**src/rtl/qsp_instr_encoder.sv**
```systemverilog
// qsp_instr_encoder
//   Packs field-level QSP instruction requests into 32-bit words (SI / SR / C
//   formats) and buffers them in a small FIFO whose head feeds the decoder's
//   instruction input. Illegal opcodes and out-of-range immediates are
//   rejected (handshake still completes) and reported via pulses + sticky bits.
//
// Ports
//   clk, rst_n              clock, synchronous active-low reset
//   in_valid / in_ready     request handshake
//   in_op, in_rd, in_rs1,
//   in_rs2, in_imm          request fields (op_t opcode, regs, signed imm)
//   out_valid / out_ready   word handshake, out_instr = FIFO head (0 if empty)
//   count                   occupied FIFO entries, 0..DEPTH
//   flush                   empty the FIFO on the next edge
//   err_illegal, err_imm    1-cycle rejection pulses
//   err_sticky              {imm, illegal} sticky flags, cleared by err_clr
//
// Opcode map (op_t):
//   SI : ADD_IMM 01, SHL_IMM 02, SHR_IMM 03, LCSET_IMM 04, SUB_IMM 05,
//        CMP_IMM 06, MOV_IMM 07
//   SR : ADD_REG 11, SHL_REG 12, SHR_REG 13, SUB_REG 15, CMP_REG 16, MOV_REG 17
//   C  : NOP 00, BRANCH 20, LOOP 21, HALT 22, YIELD 23
//   All other codes are illegal.
module qsp_instr_encoder #(
   parameter int DEPTH = 4
) (
   input  logic                       clk,
   input  logic                       rst_n,
   input  logic                       in_valid,
   output logic                       in_ready,
   input  logic [5:0]                 in_op,
   input  logic [3:0]                 in_rd,
   input  logic [3:0]                 in_rs1,
   input  logic [3:0]                 in_rs2,
   input  logic [31:0]                in_imm,
   output logic                       out_valid,
   input  logic                       out_ready,
   output logic [31:0]                out_instr,
   output logic [$clog2(DEPTH):0]     count,
   input  logic                       flush,
   output logic                       err_illegal,
   output logic                       err_imm,
   output logic [1:0]                 err_sticky,
   input  logic                       err_clr
);

   localparam int AW = $clog2(DEPTH);
   localparam int CW = AW + 1;
   localparam logic [CW-1:0] FULL = CW'(DEPTH);

   typedef enum logic [1:0] {CLS_ILL, CLS_SI, CLS_SR, CLS_C} cls_t;

   logic [31:0]   mem [DEPTH];
   logic [AW-1:0] wr_ptr;
   logic [AW-1:0] rd_ptr;
   logic [CW-1:0] count_reg;

   cls_t          cls;
   logic          imm_ok;
   logic [31:0]   word;
   logic          accept;
   logic          push;
   logic          pop;
   logic          ill_hit;
   logic          imm_hit;

   always_comb begin
      cls = CLS_ILL;
      case (in_op)
         6'h01, 6'h02, 6'h03, 6'h04, 6'h05, 6'h06, 6'h07: cls = CLS_SI;
         6'h11, 6'h12, 6'h13, 6'h15, 6'h16, 6'h17:        cls = CLS_SR;
         6'h00, 6'h20, 6'h21, 6'h22, 6'h23:               cls = CLS_C;
         default:                                         cls = CLS_ILL;
      endcase
   end

   // Fits signed 18-bit iff the top 15 bits are a pure sign extension of bit 17.
   assign imm_ok = (&in_imm[31:17]) | ~(|in_imm[31:17]);

   always_comb begin
      word = '0;
      case (cls)
         CLS_SI:  word = {in_op, in_rd, in_rs1, in_imm[17:0]};
         CLS_SR:  word = {in_op, in_rd, in_rs1, in_rs2, 14'h0};
         CLS_C:   word = {in_op, 4'h0, in_rs1, in_imm[17:0]};
         default: word = '0;
      endcase
   end

   assign in_ready  = rst_n & (count_reg != FULL) & ~flush;
   assign out_valid = (count_reg != '0);
   assign out_instr = out_valid ? mem[rd_ptr] : '0;
   assign count     = count_reg;

   assign accept  = in_valid & in_ready;
   assign ill_hit = accept & (cls == CLS_ILL);
   // SR words carry no immediate, so only SI/C can fail the range check.
   assign imm_hit = accept & ((cls == CLS_SI) | (cls == CLS_C)) & ~imm_ok;
   assign push    = accept & ~ill_hit & ~imm_hit;
   assign pop     = out_valid & out_ready & ~flush;

   // Storage has no reset; emptiness is tracked by count and out_instr is
   // masked while empty, so stale entries are never visible.
   always_ff @(posedge clk) begin
      if (push) begin
         mem[wr_ptr] <= word;
      end
   end

   always_ff @(posedge clk) begin
      if (!rst_n) begin
         wr_ptr      <= '0;
         rd_ptr      <= '0;
         count_reg   <= '0;
         err_illegal <= 1'b0;
         err_imm     <= 1'b0;
         err_sticky  <= 2'b00;
      end else begin
         if (flush) begin
            wr_ptr    <= '0;
            rd_ptr    <= '0;
            count_reg <= '0;
         end else begin
            if (push) wr_ptr <= wr_ptr + 1'b1;
            if (pop)  rd_ptr <= rd_ptr + 1'b1;
            count_reg <= count_reg + CW'(push) - CW'(pop);
         end
         err_illegal <= ill_hit;
         err_imm     <= imm_hit;
         // A new pulse overrides a simultaneous clear.
         err_sticky  <= (err_clr ? 2'b00 : err_sticky) | {imm_hit, ill_hit};
      end
   end

endmodule

```
**config.mk**
```make
export PLATFORM = sky130hd
export DESIGN_NAME = qsp_instr_encoder
export DESIGN_NICKNAME = d
export VERILOG_FILES = /design/src/rtl/qsp_instr_encoder.sv
export SDC_FILE = /design/constraint.sdc
export NUM_CORES = 1
export LEC_CHECK = 0
export ABC_AREA = 1
export BUFFER_PORTS_ARGS = -buffer_cell sky130_fd_sc_hd__buf_2
export CAP_MARGIN = 0
export CORE_UTILIZATION = 45
export DETAILED_ROUTE_END_ITERATION = 7
export PLACE_DENSITY = 0.75
export SLEW_MARGIN = 20
export SYNTH_ARGS = -nofsm -noshare
export SYNTH_HDL_FRONTEND = slang
export SYNTH_SLANG_ARGS = --single-unit
```
**constraint.sdc**
```tcl
create_clock -name clk -period 2.68 [get_ports clk]
set_input_delay 0.268 -clock clk [delete_from_list [all_inputs] [get_ports clk]]
set_output_delay 0.268 -clock clk [all_outputs]
set_load 0.01 [all_outputs]
```
# ---- Word-level counts from Yosys, hierarchy flattened
# Memory sizes are Yosys's and may differ from the RTL's. A register that Yosys moved wholly into a read port is not among the register bits.
# Cells that the tools add are included.
dict set report classes {
  addsub 4
  reduce_logical 5
  div 0
  order_cmp 0
  shift 0
  n_mux 7
  multipliers 0
  bitwise_logic 19
  n_eq_ne 4
}
# operator n
set op_table {}
lappend op_table {{case mux 32 bit (3 select lines)} 1}
lappend op_table {{2-to-1 mux 32 bit} 1}
lappend op_table {{AND reduction 15 bit} 1}
lappend op_table {{OR reduction 15 bit} 1}
lappend op_table {{AND 1 bit} 10}
lappend op_table {{2-to-1 mux 2 bit} 3}
lappend op_table {{NOT 1 bit} 6}
lappend op_table {{adder 2 x 1 -> 2 bit (second input constant)} 2}
lappend op_table {{== test 2 bit (second input constant)} 2}
lappend op_table {{adder 3 x 1 -> 3 bit} 1}
lappend op_table {{!= test 3 bit (second input constant)} 1}
lappend op_table {{nonzero test 3 bit} 1}
lappend op_table {{subtractor 3 x 1 -> 3 bit} 1}
lappend op_table {{== test 2 x 1 -> 1 bit (second input constant)} 1}
lappend op_table {{logical NOT 2 bit} 1}
lappend op_table {{2-to-1 mux 1 bit} 2}
lappend op_table {{OR 1 bit} 2}
lappend op_table {{OR 2 bit} 1}
lappend op_table {{OR reduction 2 bit} 1}
dict set report word_totals {
  mem_bits_rw 128
  register_bits 11
  out_inout_bits 41
  mem_bits_ro 128
  n_memories 2
  latch_bits 0
  in_bits 56
  word_cells 47
}
# memory words width rd rd_ports_with_merged_regs wr line
set memory_table {}
lappend memory_table {{(no name shown)} 64 2 1 0 0 69} ;# case (in_op)
lappend memory_table {mem 4 32 1 1 1 53} ;# logic [31:0] mem [DEPTH];

# ---- Longest topological paths before layout
# Gate-level depths: netlist of the first run.
dict set report logic_depth {
  depth_word 10
  depth_mapped 14
  ltp_nobuf 14
}

# ---- Worst setup path after synthesis of the first run
# Ideal clock, no wire load.
dict set report synth_timing {
  kind {flip-flop to flip-flop}
  startpoint {reg count_reg[1] (netlist: count[1])}
  endpoint {mem mem[1][0], enable pin}
  n_path_buf 0
  synth_period_minus_slack_ns 2.756
  slack_ns -0.076
  path_stages_with_launch 9
  arrival_ns 2.335
  setup_ns 0.421
  path_cell_list {dfxtp_1 > nor2_1 > nand2_1 > nand3_1 > inv_1 > nand2_1 > inv_2 > nand2_2 > nor2_1}
}
dict set report synth_between {
  elab_chain_cells 10
  elab_cells_between_ends 13
  classes_between {eq/ne: 1; mux: 2; bitwise: 10}
}
# element line
set synth_lines {}
lappend synth_lines {{from (decl)} 56} ;# logic [CW-1:0] count_reg;
lappend synth_lines {{from (signal assigned)} 126} ;# count_reg <= count_reg + CW'(push) - CW'(pop);
lappend synth_lines {{!= test 3 bit *} 90} ;# assign in_ready = rst_n & (count_reg != FULL) & ~flush;
lappend synth_lines {{AND 1 bit * (2 in series)} 90}
lappend synth_lines {{AND 1 bit *} 95} ;# assign accept = in_valid & in_ready;
lappend synth_lines {{AND 1 bit (on tied branches)} {96, 98}}
lappend synth_lines {{NOT 1 bit / AND 1 bit (equally long branches)} {99, 98}}
lappend synth_lines {{AND 1 bit / NOT 1 bit (equally long branches)} 99} ;# assign push = accept & ~ill_hit & ~imm_hit;
lappend synth_lines {{AND 1 bit *} 99}
lappend synth_lines {{2-to-1 mux 1 bit *} 105} ;# if (push) begin
lappend synth_lines {{2-to-1 mux 1 bit (implied by the code) *} 106} ;# mem[wr_ptr] <= word;
lappend synth_lines {{to (decl)} 53}
# Mark *: on every way between the ends. The rest lies on a longest branch, timed or not.

==> impl_results.md, run 1 <==
- Status: finished, final reports clean
- DRT antenna net count: 0
- Hold_sp: err_clr
- Post-synthesis async set-or-reset flop share: 0
- TritonCTS Buffers: 17
- Syn. warnings: 0
- Peak supply drop: between 0.0004 and 0.0005 V
- Vias per cell: between 5 and 6
- Vias: 4346
- Reg area: 0.00411 mm^2
- # fillers: 1093
- Post-Synthesis Cells: about 570
- Post-CTS Setup Bufs: 0
- Post-route cell area: approximately 0.0074 mm^2
- Vias in the first global route: 4270
- Pre-antenna DRT Iters: 6
- Crit path max fanout: 22
- Wire length per cell: around 15 um
- FF-to-FF Start: count[1]
- GPL Wtd Cong: approximately 0.82
- Ant diodes: 0
- R2r worst-path depth: 12
- Most common cell after layout, fill and taps aside: nor2_1
- Synthesized cell area: around 0.0060 mm^2
- Layout cells sized above 1: 0.229
- Die area: between 0.01 and 0.015 mm^2
- Worst-Margin Slew: 0.977 ns
- Starting DRC count in detailed routing: about 320
- Synth area leaders: edfxtp_1, nor2_1, o21ai_0, dfxtp_1, inv_1
- DR DRC count: 0
- Hold Vio Cnt, Final: 0
- Max-cap violations: 0
- H-tree Lvls: 4
- Worst-path clk slew: ~0.06 ns
- CP Capture Type: primary output
- Sequential share of the synthesized area: 0.684
- Post-layout min period: 2.43 ns
- R2R Setup Slk: around 0.27 ns
- Synthesized flop and latch total: ~140
- Final Max Slew Viols: 0
- Fmax: 412 MHz
- Top_reg_cell synth: edfxtp_1
- Post-CTS sizing: 0
- EDFF count, synth: between 100 and 150
- Routed wire length: 13200 um
- Clock latency on the worst-skew pair: about 0.4 ns
- Clock Path Buffers: 2
- First-pass GRT wire length: around 21000 um
- Crit path required time: roughly 2.4 ns
- Worst hold path class: in -> reg
- Die width: approximately 120 um
- Layout Nets: between 700 and 800
- Post-route clock skew: between 0.008 and 0.009 ns
- Initial Utilization: 0.468
- # setup viols final: 0
- Multi-input gate area: ~0.0016 mm^2
- Post-DP HPWL: 8220 um
- Largest net degree at the start of global routing: 65
- Die Ht: between 100 and 150 um
- Yosys top cell by area: edfxtp_1
- Hold Buf Count CTS: 0
- Synth top area share: 0.641
- GR Overflow Total: 0
- TritonCTS clock tree: done
- Row count: ~40
- Max reg flops: about 130
- Gr usage total: 0.200
- Overall Power: between 4 and 5 mW
- Syn-to-layout area delta: 22.5%
- IO Port Bufs: 96
- Post-synthesis cell type count: 30
- Post-Syn Area per Cell: roughly 11 um^2
- Final worst-path cycle share: 0.905
- Clock Tree Root: clkbuf_16
- DP Area: 0.00678 mm^2
- CP startpoint kind: flop
- Critical path data arrival time: around 2.2 ns
- # IOs: 97
- Pwr dens: between 600 and 700 mW/mm^2
- Relative slew slack: 0.343
- Antenna violations before repair: 0
- Clock sinks: 141
- LEAKAGE: a little over 3 nW
- Core ar.: approximately 0.013 mm^2
- Most frequent cells in the layout: nor2_1, edfxtp_1, buf_2
- RSZ-0062 raised after global routing: false
- Crit path to: out_instr[25]
- Critical path type: reg -> out
- Reg2reg end: count[1]
==> layer usage <==
metal	vias up	global-route usage	share of wire
met3	23	0.0533	0.072
met4	0	0.0657	0.022
met2	166	0.345	0.50
li1	2109	-	-
met5	-	0	0
met1	2048	0.245	0.41
==> where the power goes <==
group	internal, mW	switching [mW]
Sequential	2.40	0.00333
Clock	1.31	0.893
Combinational	0.0647	0.107
Total	3.78	1.00
==> area by class of cell <==
type,count,share of cell area
Clock inverter,14,0.0177
Tap cell,172,0.0293
Multi-Input combinational cell,341,0.219
Timing Repair Buffer,110,0.0848
Sequential cell,141,0.558
Clock buffer,18,0.0597
Inverter,61,0.0311
==> stage by stage <==
step / setup TNS (ns) / utilization / hold WS [ns] / std cells / setup WS [ns]
2_1_floorplan: -9.77 / - / 0.427 / 568 / -0.0763
4_1_cts: 0 / 0.573 / 0.137 / 857 / 0.200
5_1_grt: 0 / 0.573 / 0.145 / 857 / 0.00933
3_5_place_dp: 0 / 0.529 / 0.467 / 825 / 0.261
6_report: 0 / 0.573 / 0.152 / 857 / 0.254
3_3_place_gp: 0 / 0.529 / 0.456 / 825 / 0.330
==> kinds of logic (layout without fill, tap and decap cells) <==
kind of cell | Yosys count | after routing | synth area share
fa+ha+maj | 7 | 7 | 0.0158
compound gates | 115 | 115 | 0.101
other cells | 1 | 4 | 0.000625
flops | 141 | 141 | 0.684
buf+inv | 86 | 203 | 0.0557
xor+xnor | 1 | 1 | 0.00146
simple gates | 214 | 214 | 0.142
==> Yosys cell counts (2+ instances only) <==
| master | number |
|---|---|
| nand2_1 | 29 |
| nor2_1 | 168 |
| edfxtp_1 | 128 |
| nand3_1 | 8 |
| ha_1 | 6 |
| inv_1 | 58 |
| clkbuf_1 | 14 |
| buf_2 | 9 |
| o21ai_0 | 68 |
| nand3_2 | 2 |
| inv_2 | 2 |
| dfxtp_1 | 13 |
| a22o_1 | 4 |
| a21oi_1 | 39 |
| buf_1 | 2 |
==> worst max-delay path, stage by stage (launching register included) <==
cell      delay, ns
dfxtp_2        0.33
clkinv_1       0.47
buf_4          0.42
o21ai_0        0.23
a21oi_1        0.12
buf_2          0.17
==> worst min-delay path by stage <==
stage / depth (start not counted) / slack (ns) / end
floorplan: 3 / 0.43 / wr_ptr[1]
global placement: 1 / 0.46 / rd_ptr[0]
detailed placement: 1 / 0.47 / flop
CTS: 3 / 0.14 / err_sticky[0]
global route: 3 / 0.15 / err_sticky[0]
finish: 3 / 0.15 / err_sticky[0]
No activity file was read; power rests on OpenSTA's default activity.
==> inputs of run 2 (changes only) <==
--- a/config.mk
+++ b/config.mk
@@ -9,6 +9,7 @@
 export BUFFER_PORTS_ARGS = -buffer_cell sky130_fd_sc_hd__buf_2
 export CAP_MARGIN = 0
 export CORE_UTILIZATION = 45
+export CTS_BUF_LIST = sky130_fd_sc_hd__clkbuf_4 sky130_fd_sc_hd__clkbuf_8
 export DETAILED_ROUTE_END_ITERATION = 7
 export PLACE_DENSITY = 0.75
 export SLEW_MARGIN = 20
==> impl_results.md, run 2 (synthesis gave the netlist of run 1 again) <==
- Hold Vio Cnt, Final: 0
- IO Port Bufs: 96
- Row count: 41
- DP Area: between 0.006 and 0.007 mm^2
- Crit path required time: 3.05 ns
- Post-route cell area: around 0.0072 mm^2
- Setup TNS: 0 ns
- Vias per cell: roughly 5
- Hold Crit Depth: 3
- Worst-Margin Slew: 0.963 ns
- Layout Nets: between 700 and 800
- Critical path type: reg -> reg
- RSZ-0062 raised after global routing: false
- Ant diodes: 0
- DRT met1 WL: 5300 um
- Critical path data arrival time: 2.79 ns
- Pre-antenna DRT Iters: 5
- # IOs: between 90 and 100
- Initial Utilization: 0.468
- Overall Power: 4.15 mW
- Wire length per cell: around 15 um
- Core ar.: roughly 0.013 mm^2
- Status: finished, final reports clean
- Final worst-path cycle share: 0.904
- Most frequent cells in the layout: nor2_1, edfxtp_1, buf_2
- Max reg flops: between 100 and 150
- Hold Buf Count CTS: 0
- Clock sinks: 141
- Antenna violations before repair: 0
- Final Max Slew Viols: 0
- Max-cap violations: 0
- GR Overflow Total: 0
- Die area: approximately 0.014 mm^2
- DRT antenna net count: 0
- Die width: 117 um
- Metal2 WL: between 6000 and 7000 um
- Clock Tree Root: clkbuf_8
- # setup viols final: 0
- Fmax: 413 MHz
- First-pass GRT wire length: approximately 21000 um
- Relative slew slack: 0.352
- Post-DP HPWL: ~8200 um
- FF-to-FF Start: count[1]
- R2r worst-path depth: 14
- Syn-to-layout area delta: 19.4%
- LEAKAGE: between 2 and 3 nW
- Vias: 4289
- Most common cell after layout, fill and taps aside: nor2_1
- Starting DRC count in detailed routing: approximately 370
- Layout cells sized above 1: 0.231
- CP Capture Type: flop
- Min Hold Slack: approximately 0.13 ns
- Clock latency on the worst-skew pair: ~0.43 ns
- TritonCTS Buffers: 17
- Worst hold path class: in -> reg
- Layout Utilization: 0.559
- DR DRC count: 0
- Post-layout min period: around 2.4 ns
- GPL Wtd Cong: slightly above 0.8
- DR top layer: met4
- Vias in the first global route: 4230
- H-tree Lvls: 4
- Clock Path Buffers: 2
- Worst Setup SP: count[1]
- Post-route clock skew: ~0.014 ns
- Peak supply drop: ~0.00025 V
- Worst-path clk slew: 0.08 ns
- CP startpoint kind: flop
- Routed wire length: approximately 13000 um
- Crit path max fanout: 5
- Met3 WL: ~1000 um
- # fillers: between 1000 and 1500
- Largest net degree at the start of global routing: between 60 and 70
- Die Ht: 117 um
- TritonCTS clock tree: done
- Post-CTS Setup Bufs: 0
- Hold_sp: err_clr
- Gr usage total: 0.199
- Pwr dens: a little under 600 mW/mm^2
run 2: changes by cell type in the layout (fill, tap and decap cells not counted):
cell	before	now
clkbuf_16	17	0
clkbuf_8	1	18
clkinv_1	1	0
clkinvlp_4	1	2
run 2: path summary, 6_finish.rpt:
check / to / slack [ns]
worst max-delay path: count[2] / 0.26
worst min-delay path: err_sticky[0] / 0.13
worst max register to register: count[2] / 0.26
worst min register to register: rd_ptr[0] / 0.48
run 2: layer usage:
metal,up-vias,track usage
li1,2106,-
met1,2006,0.249
met2,168,0.339
met3,9,0.0562
met4,0,0.0569
met5,-,0
run 2: timing repair:
action                                  4_1_cts  5_1_grt
hold endpoints to repair                      0        0
endpoints found under the setup margin        0        3
gates resized for setup                       0        1
run 2: worst max-delay path: stages (launching register included):
cell and delay (ns):
dfxtp_1 0.48, nor2_1 0.09, nand2_1 0.07, nand3_1 0.14, inv_1 0.09, nand2_1 0.06, inv_2 0.09, nand2_2 0.16
ha_1 0.33, inv_1 0.04, ha_1 0.18, fa_1 0.36, inv_1 0.07, o21ai_0 0.08, a21oi_1 0.11
run 2: per-stage QoR:
| stage | cells | setup slack [ns] |
|---|---|---|
| 6_report | 857 | 0.258 |
| 5_1_grt | 857 | 0.0669 |
| 4_1_cts | 857 | 0.221 |
| 3_5_place_dp | 825 | 0.261 |
| 3_3_place_gp | 825 | 0.330 |
| 2_1_floorplan | 568 | -0.0763 |
run 2: cell type report:
type	count	area, um^2	area share
Inverter	61	233	0.0325
Timing Repair Buffer	110	623	0.0870
Multi-Input combinational cell	341	1610	0.225
Clock inverter	14	130	0.0182
Sequential cell	141	4110	0.573
Clock buffer	18	248	0.0346
Tap cell	172	215	0.0300
run 2: report_power, final:
part | internal (mW) | switching, mW | total, mW | leakage [nW]
clock network | 0.772 | 0.805 | 1.58 | 0.195
registers | 2.40 | 0.00339 | 2.40 | 1.25
logic | 0.0647 | 0.108 | 0.172 | 1.50
total | 3.24 | 0.916 | 4.15 | 2.94
